--- src/rtl/multicycle_control_if.sv ---
// multicycle_control_if: control bundle between the multi-cycle controller and the MIPS datapath
interface multicycle_control_if;
  logic [5:0] op_code;
  logic       mem_ready;
  logic       pc_write;
  logic       pc_write_cond;
  logic       i_or_d;
  logic       mem_read;
  logic       mem_write;
  logic       ir_write;
  logic       mem_to_reg;
  logic       reg_dst;
  logic       reg_write;
  logic       alu_src_a;
  logic [1:0] alu_src_b;
  logic [1:0] alu_op;
  logic [1:0] pc_source;
  logic       retire;
  logic       illegal;
  logic       bus_error;
  logic [3:0] state;
  modport master (
    input  op_code, mem_ready,
    output pc_write, pc_write_cond, i_or_d, mem_read, mem_write, ir_write,
           mem_to_reg, reg_dst, reg_write, alu_src_a, alu_src_b, alu_op,
           pc_source, retire, illegal, bus_error, state
  );
  modport slave (
    output op_code, mem_ready,
    input  pc_write, pc_write_cond, i_or_d, mem_read, mem_write, ir_write,
           mem_to_reg, reg_dst, reg_write, alu_src_a, alu_src_b, alu_op,
           pc_source, retire, illegal, bus_error, state
  );
endinterface

--- src/rtl/multicycle_control.sv ---
// multicycle_control: fetch/decode/execute/memory/writeback sequencer for the multi-cycle MIPS datapath
module multicycle_control #(
  parameter int TIMEOUT = 16
) (
  input logic clk,
  input logic reset,
  multicycle_control_if.master bus
);
  typedef enum logic [3:0] {
    FETCH  = 4'd0,
    DECODE = 4'd1,
    MEMADR = 4'd2,
    MEMRD  = 4'd3,
    MEMWB  = 4'd4,
    MEMWR  = 4'd5,
    RTEXEC = 4'd6,
    RTWB   = 4'd7,
    BRANCH = 4'd8,
    IEXEC  = 4'd9,
    IWB    = 4'd10,
    JUMP   = 4'd11
  } state_e;
  localparam logic [7:0] LIMIT = 8'(TIMEOUT - 1);
  state_e     state_q, state_d;
  logic [7:0] wait_q, wait_d;
  logic       waiting, expired;
  // Staying put only ever happens while stalled, so any non-stall cycle is a state change and clears the count.
  always_comb begin
    waiting = (state_q == FETCH || state_q == MEMRD || state_q == MEMWR) && !bus.mem_ready;
    expired = waiting && wait_q == LIMIT;
    wait_d  = (waiting && !expired) ? wait_q + 8'd1 : 8'd0;
  end
  always_ff @(posedge clk) begin
    if (reset) begin
      state_q <= FETCH;
      wait_q  <= 8'd0;
    end else begin
      state_q <= state_d;
      wait_q  <= wait_d;
    end
  end
  always_comb begin
    state_d           = state_q;
    bus.pc_write      = 1'b0;
    bus.pc_write_cond = 1'b0;
    bus.i_or_d        = 1'b0;
    bus.mem_read      = 1'b0;
    bus.mem_write     = 1'b0;
    bus.ir_write      = 1'b0;
    bus.mem_to_reg    = 1'b0;
    bus.reg_dst       = 1'b0;
    bus.reg_write     = 1'b0;
    bus.alu_src_a     = 1'b0;
    bus.alu_src_b     = 2'b00;
    bus.alu_op        = 2'b00;
    bus.pc_source     = 2'b00;
    bus.retire        = 1'b0;
    bus.illegal       = 1'b0;
    bus.bus_error     = expired;
    case (state_q)
      FETCH: begin
        bus.mem_read  = 1'b1;
        bus.alu_src_b = 2'b01;
        bus.pc_write  = bus.mem_ready;
        bus.ir_write  = bus.mem_ready;
        state_d       = bus.mem_ready ? DECODE : FETCH;
      end
      DECODE: begin
        bus.alu_src_b = 2'b11;
        case (bus.op_code)
          6'b000000:                                  state_d = RTEXEC;
          6'b100011, 6'b101011:                       state_d = MEMADR;
          6'b000100:                                  state_d = BRANCH;
          6'b001000, 6'b001100, 6'b001101, 6'b001010: state_d = IEXEC;
          6'b000010:                                  state_d = JUMP;
          default: begin
            state_d     = FETCH;
            bus.illegal = 1'b1;
          end
        endcase
      end
      MEMADR: begin
        bus.alu_src_a = 1'b1;
        bus.alu_src_b = 2'b10;
        state_d       = (bus.op_code == 6'b100011) ? MEMRD : MEMWR;
      end
      MEMRD: begin
        bus.i_or_d   = 1'b1;
        bus.mem_read = 1'b1;
        state_d      = bus.mem_ready ? MEMWB : (expired ? FETCH : MEMRD);
      end
      MEMWB: begin
        bus.mem_to_reg = 1'b1;
        bus.reg_write  = 1'b1;
        bus.retire     = 1'b1;
        state_d        = FETCH;
      end
      MEMWR: begin
        bus.i_or_d    = 1'b1;
        bus.mem_write = 1'b1;
        bus.retire    = bus.mem_ready;
        state_d       = (bus.mem_ready || expired) ? FETCH : MEMWR;
      end
      RTEXEC: begin
        bus.alu_src_a = 1'b1;
        bus.alu_op    = 2'b10;
        state_d       = RTWB;
      end
      RTWB: begin
        bus.reg_dst   = 1'b1;
        bus.reg_write = 1'b1;
        bus.retire    = 1'b1;
        state_d       = FETCH;
      end
      BRANCH: begin
        bus.alu_src_a     = 1'b1;
        bus.alu_op        = 2'b01;
        bus.pc_write_cond = 1'b1;
        bus.pc_source     = 2'b01;
        bus.retire        = 1'b1;
        state_d           = FETCH;
      end
      IEXEC: begin
        bus.alu_src_a = 1'b1;
        bus.alu_src_b = 2'b10;
        bus.alu_op    = 2'b11;
        state_d       = IWB;
      end
      IWB: begin
        bus.reg_write = 1'b1;
        bus.retire    = 1'b1;
        state_d       = FETCH;
      end
      JUMP: begin
        bus.pc_write  = 1'b1;
        bus.pc_source = 2'b10;
        bus.retire    = 1'b1;
        state_d       = FETCH;
      end
      default: state_d = FETCH;
    endcase
  end
  assign bus.state = state_q;
endmodule

--- src/flat_wrapper.sv ---
// flat-port wrapper written by rule: the top's interface ports become plain ports
module multicycle_control_flat 
#(
  parameter int TIMEOUT = 16
)
  (clk, reset, bus_op_code, bus_mem_ready, bus_pc_write, bus_pc_write_cond, bus_i_or_d, bus_mem_read, bus_mem_write, bus_ir_write, bus_mem_to_reg, bus_reg_dst, bus_reg_write, bus_alu_src_a, bus_alu_src_b, bus_alu_op, bus_pc_source, bus_retire, bus_illegal, bus_bus_error, bus_state);
  multicycle_control_if bus_i ();
  input logic clk;
  input logic reset;
  input wire logic [$bits(bus_i.op_code)-1:0] bus_op_code;
  input wire logic [$bits(bus_i.mem_ready)-1:0] bus_mem_ready;
  output wire logic [$bits(bus_i.pc_write)-1:0] bus_pc_write;
  output wire logic [$bits(bus_i.pc_write_cond)-1:0] bus_pc_write_cond;
  output wire logic [$bits(bus_i.i_or_d)-1:0] bus_i_or_d;
  output wire logic [$bits(bus_i.mem_read)-1:0] bus_mem_read;
  output wire logic [$bits(bus_i.mem_write)-1:0] bus_mem_write;
  output wire logic [$bits(bus_i.ir_write)-1:0] bus_ir_write;
  output wire logic [$bits(bus_i.mem_to_reg)-1:0] bus_mem_to_reg;
  output wire logic [$bits(bus_i.reg_dst)-1:0] bus_reg_dst;
  output wire logic [$bits(bus_i.reg_write)-1:0] bus_reg_write;
  output wire logic [$bits(bus_i.alu_src_a)-1:0] bus_alu_src_a;
  output wire logic [$bits(bus_i.alu_src_b)-1:0] bus_alu_src_b;
  output wire logic [$bits(bus_i.alu_op)-1:0] bus_alu_op;
  output wire logic [$bits(bus_i.pc_source)-1:0] bus_pc_source;
  output wire logic [$bits(bus_i.retire)-1:0] bus_retire;
  output wire logic [$bits(bus_i.illegal)-1:0] bus_illegal;
  output wire logic [$bits(bus_i.bus_error)-1:0] bus_bus_error;
  output wire logic [$bits(bus_i.state)-1:0] bus_state;
  assign bus_i.op_code = bus_op_code;
  assign bus_i.mem_ready = bus_mem_ready;
  assign bus_pc_write = bus_i.pc_write;
  assign bus_pc_write_cond = bus_i.pc_write_cond;
  assign bus_i_or_d = bus_i.i_or_d;
  assign bus_mem_read = bus_i.mem_read;
  assign bus_mem_write = bus_i.mem_write;
  assign bus_ir_write = bus_i.ir_write;
  assign bus_mem_to_reg = bus_i.mem_to_reg;
  assign bus_reg_dst = bus_i.reg_dst;
  assign bus_reg_write = bus_i.reg_write;
  assign bus_alu_src_a = bus_i.alu_src_a;
  assign bus_alu_src_b = bus_i.alu_src_b;
  assign bus_alu_op = bus_i.alu_op;
  assign bus_pc_source = bus_i.pc_source;
  assign bus_retire = bus_i.retire;
  assign bus_illegal = bus_i.illegal;
  assign bus_bus_error = bus_i.bus_error;
  assign bus_state = bus_i.state;
  multicycle_control #(.TIMEOUT(TIMEOUT)) u_core (.clk(clk), .reset(reset), .bus(bus_i));
endmodule
--- config.mk ---
export PLATFORM = sky130hd
export DESIGN_NAME = multicycle_control_flat
export DESIGN_NICKNAME = d
export VERILOG_FILES = /design/src/rtl/multicycle_control_if.sv /design/src/rtl/multicycle_control.sv /design/src/flat_wrapper.sv
export SDC_FILE = /design/constraint.sdc
export NUM_CORES = 1
export LEC_CHECK = 0
export ABC_AREA = 1
export BUFFER_PORTS_ARGS = -buffer_cell sky130_fd_sc_hd__clkbuf_2
export CORE_MARGIN = 5
export CORE_UTILIZATION = 49
export CTS_CLUSTER_DIAMETER = 50
export DETAILED_ROUTE_END_ITERATION = 12
export PLACE_DENSITY = 0.86
export REMOVE_ABC_BUFFERS = 1
export SYNTH_ARGS = -nofsm -noshare
export SYNTH_HDL_FRONTEND = slang
export SYNTH_SLANG_ARGS = --single-unit
--- constraint.sdc ---
create_clock -name clk -period 1.7 [get_ports clk]
set_input_delay 0.17 -clock clk [delete_from_list [all_inputs] [get_ports clk]]
set_output_delay 0.17 -clock clk [all_outputs]
set_load 0.01 [all_outputs]
==> flow_summary.json <==
{
  "wire_per_inst_microns": 11.1,
  "worstHoldStart": "reset",
  "synth_top_family_by_area": "simple AND/OR/NAND/NOR gates",
  "fmax_mhz": 608,
  "cp.depth": 7,
  "seq_area_sq_um": 249,
  "peakVddDrop_uv": 390,
  "io_pins": 32,
  "htreeDepth": 1,
  "multi_input_area_sq_um": 608,
  "synth_most_common_cell": "nor2_1",
  "slew_violations": 0,
  "cp-start-kind": "flop",
  "switchingPower_mw": 0.181,
  "dr_total_vias": 1073,
  "io_buffers": 31,
  "first_pass_iters": 4,
  "ys_top_cells_by_area": "dfxtp_1, nor2_1, inv_1",
  "cts-root-buf": "clkbuf_4",
  "synth_simple_gate_area_share_pct": 47.0,
  "wl_microns": 2380,
  "cp.buffers_inverters": 4,
  "power_density_nw_per_um2": 523,
  "critPathLaunch": "u_core.bus.state[0]",
  "fin_crit_sh_pct": 96.7,
  "cp-end-kind": "output port",
  "synth_top_cell_by_area": "dfxtp_1",
  "fp.dieH_microns": 53.9,
  "synth_edf_count": 0,
  "fin_nets": 201,
  "grt_pass1_wl_microns": 3910,
  "drive_gt1_share_pct": 42.6,
  "grt_usage_pct": 18.2,
  "critical-path-top-delay-family": "simple AND/OR/NAND/NOR gates",
  "synth_mux_area_share_pct": 0,
  "slowest_delay_ps": 360,
  "maxCapViolations": 0,
  "cts_buffers": 3,
  "cts_num_sinks": 12,
  "power_frac_seq_pct": 44.7,
  "worstMarginPinSlew_ps": 314,
  "synth-compound-area-share_pct": 10.6,
  "syn_inst": 149,
  "n_antenna_cell": 0,
  "ys_seq_area_share_pct": 25.4,
  "die_x_microns": 53.9,
  "finalPower_mw": 0.651,
  "async_flop_share_pct": 0,
  "tns_ps": 0,
  "fill_cells": 154,
  "syn_area_per_cell_sq_um": 6.34,
  "drtAntennaViolNets": 0,
  "num_rows": 15,
  "area_growth_pct": 31.9,
  "synth_fa_ha_area_share_pct": 1.32,
  "path_class": "flop to output port",
  "timing.critical_path.mode_cell": "inv_2",
  "drtIter0Drc": 16,
  "die_area_sq_um": 2910,
  "timing.final.crit_period_ps": 1640,
  "synth_ff_type": "dfxtp_1",
  "cp_data_arrival_time_ps": 1470,
  "ys_types": 28,
  "slew_headroom_pct": 79.0,
  "clk_latency_ps": 270,
  "cp_max_fo": 4,
  "ys_ff_latch": 12,
  "drc": 0,
  "grt_pass1_vias": 1019,
  "hold_viol": 0,
  "vias_per_cell": 4.99,
  "yosysWarningCount": 0,
  "cts_tree": "yes",
  "clock_path_buffers": 2,
  "crit_required_ps": 1530,
  "r2r_cells": 8,
  "p_sw_share_pct": 27.8,
  "combPwrFrac_pct": 20.9,
  "overflow": 0,
  "synth_xor_xnor_area_share_pct": 2.78,
  "clkTransAtPathRegs_ps": 70,
  "crit_slowest_cell": "dfxtp_2",
  "gp_congestion": 0.841,
  "synth_commonest_cells": "nor2_1, inv_1, nand2_1",
  "hp-class": "primary input to flop",
  "min_path_cells": 2,
  "grt_max_degree": 9,
  "path_cells": "inv_2, nor2_4, inv_2, nor2_4, inv_2, nor4_2, buf_2",
  "hpwl_microns": 1860,
  "syn-cell-area_sq_um": 945,
  "status": "complete, no violations",
  "total_leakage_power_nw": 0.630,
  "start_util_pct": 53.0,
  "r2r_start": "u_core.wait_q[0]",
  "synth_top_area_share_pct": 25.4,
  "coreArea_sq_um": 1780,
  "antenna_found_initial": 0,
  "p_clk_share_pct": 34.4,
  "p_int_mw": 0.470,
  "skew_ps": 3.67,
  "finalSetupViolCount": 0
}
-- repair_timing --
item | CTS | global route
hold buffers | 0 | 0
pin swaps | 1 | 5
gates resized for setup | 6 | 10
gates cloned | 0 | 0
buffers inserted | 2 | 5
setup endpoints to repair | 3 | 3
-- metal layers --
| metal | wire (microns) | up-vias | GRT usage [%] |
|---|---|---|---|
| li1 | - | 549 | - |
| met1 | 967 | 479 | 18.4 |
| met2 | 1200 | 36 | 35.5 |
| met3 | 147 | 9 | 2.77 |
| met4 | 70 | 0 | 8.94 |
| met5 | 0 | - | 0 |
-- sequential cells by signal, indices dropped and copies added, names as in the netlist --
signal,count
u_core.bus.state,4
u_core.wait_q,8
-- path summary, 6_finish.rpt --
check / to / slack [ps]
max: bus_illegal / 60
min: u_core.bus.state[2] / 130
max reg2reg: u_core.wait_q[2] / 320
min reg2reg: u_core.wait_q[0] / 420
-- cells by family after synthesis --
family                     Yosys count
AOI/OAI and AO/OA                   17
xor gates and xnor gates             3
adders and majority gates            1
buffers and inverters               31
DFF                                 12
and+or+nand+nor                     85
-- placed cells by master (no fill, tap or decap), drive strengths merged --
master	instances
nor3	3
ha	1
a21oi	8
inv	29
dfxtp	12
clkbuf	34
buf	8
nor2	36
nand3b	1
o211ai	1
xor2	2
clkinv	1
xnor2	1
nand2	26
or2	1
o22ai	1
nand3	17
o21ai	7
nor4	1
-- power by group through the flow --
| stage | Combinational (mW) | Clock [mW] | Sequential, mW |
|---|---|---|---|
| after floorplan | 0.0740 | 0 | 0.298 |
| after global routing | 0.151 | 0.250 | 0.292 |
| final | 0.136 | 0.224 | 0.291 |
| after CTS | 0.120 | 0.228 | 0.292 |
| after detailed placement | 0.117 | 0 | 0.298 |
| after global placement | 0.113 | 0 | 0.297 |
-- through the flow --
step	hold slack [ps]	util [%]	cells	setup slack (ps)	instance area [sq um]
after CTS	125	66.6	210	6.19	1190
after global routing	133	69.9	215	-21.2	1250
after detailed placement	422	63.0	204	214	1120
final	127	69.9	215	56.2	1250
after floorplan	232	-	148	240	937
after global placement	410	63.0	204	249	1120
-- cell type report --
type / count / share of cell area (%)
inverter: 30 / 9.14
clock buffer: 4 / 2.91
tap: 25 / 2.51
sequential: 12 / 20.0
timing repair buffer: 38 / 16.7
multi-input combinational: 106 / 48.8
(Power assumes the default switching activity.)
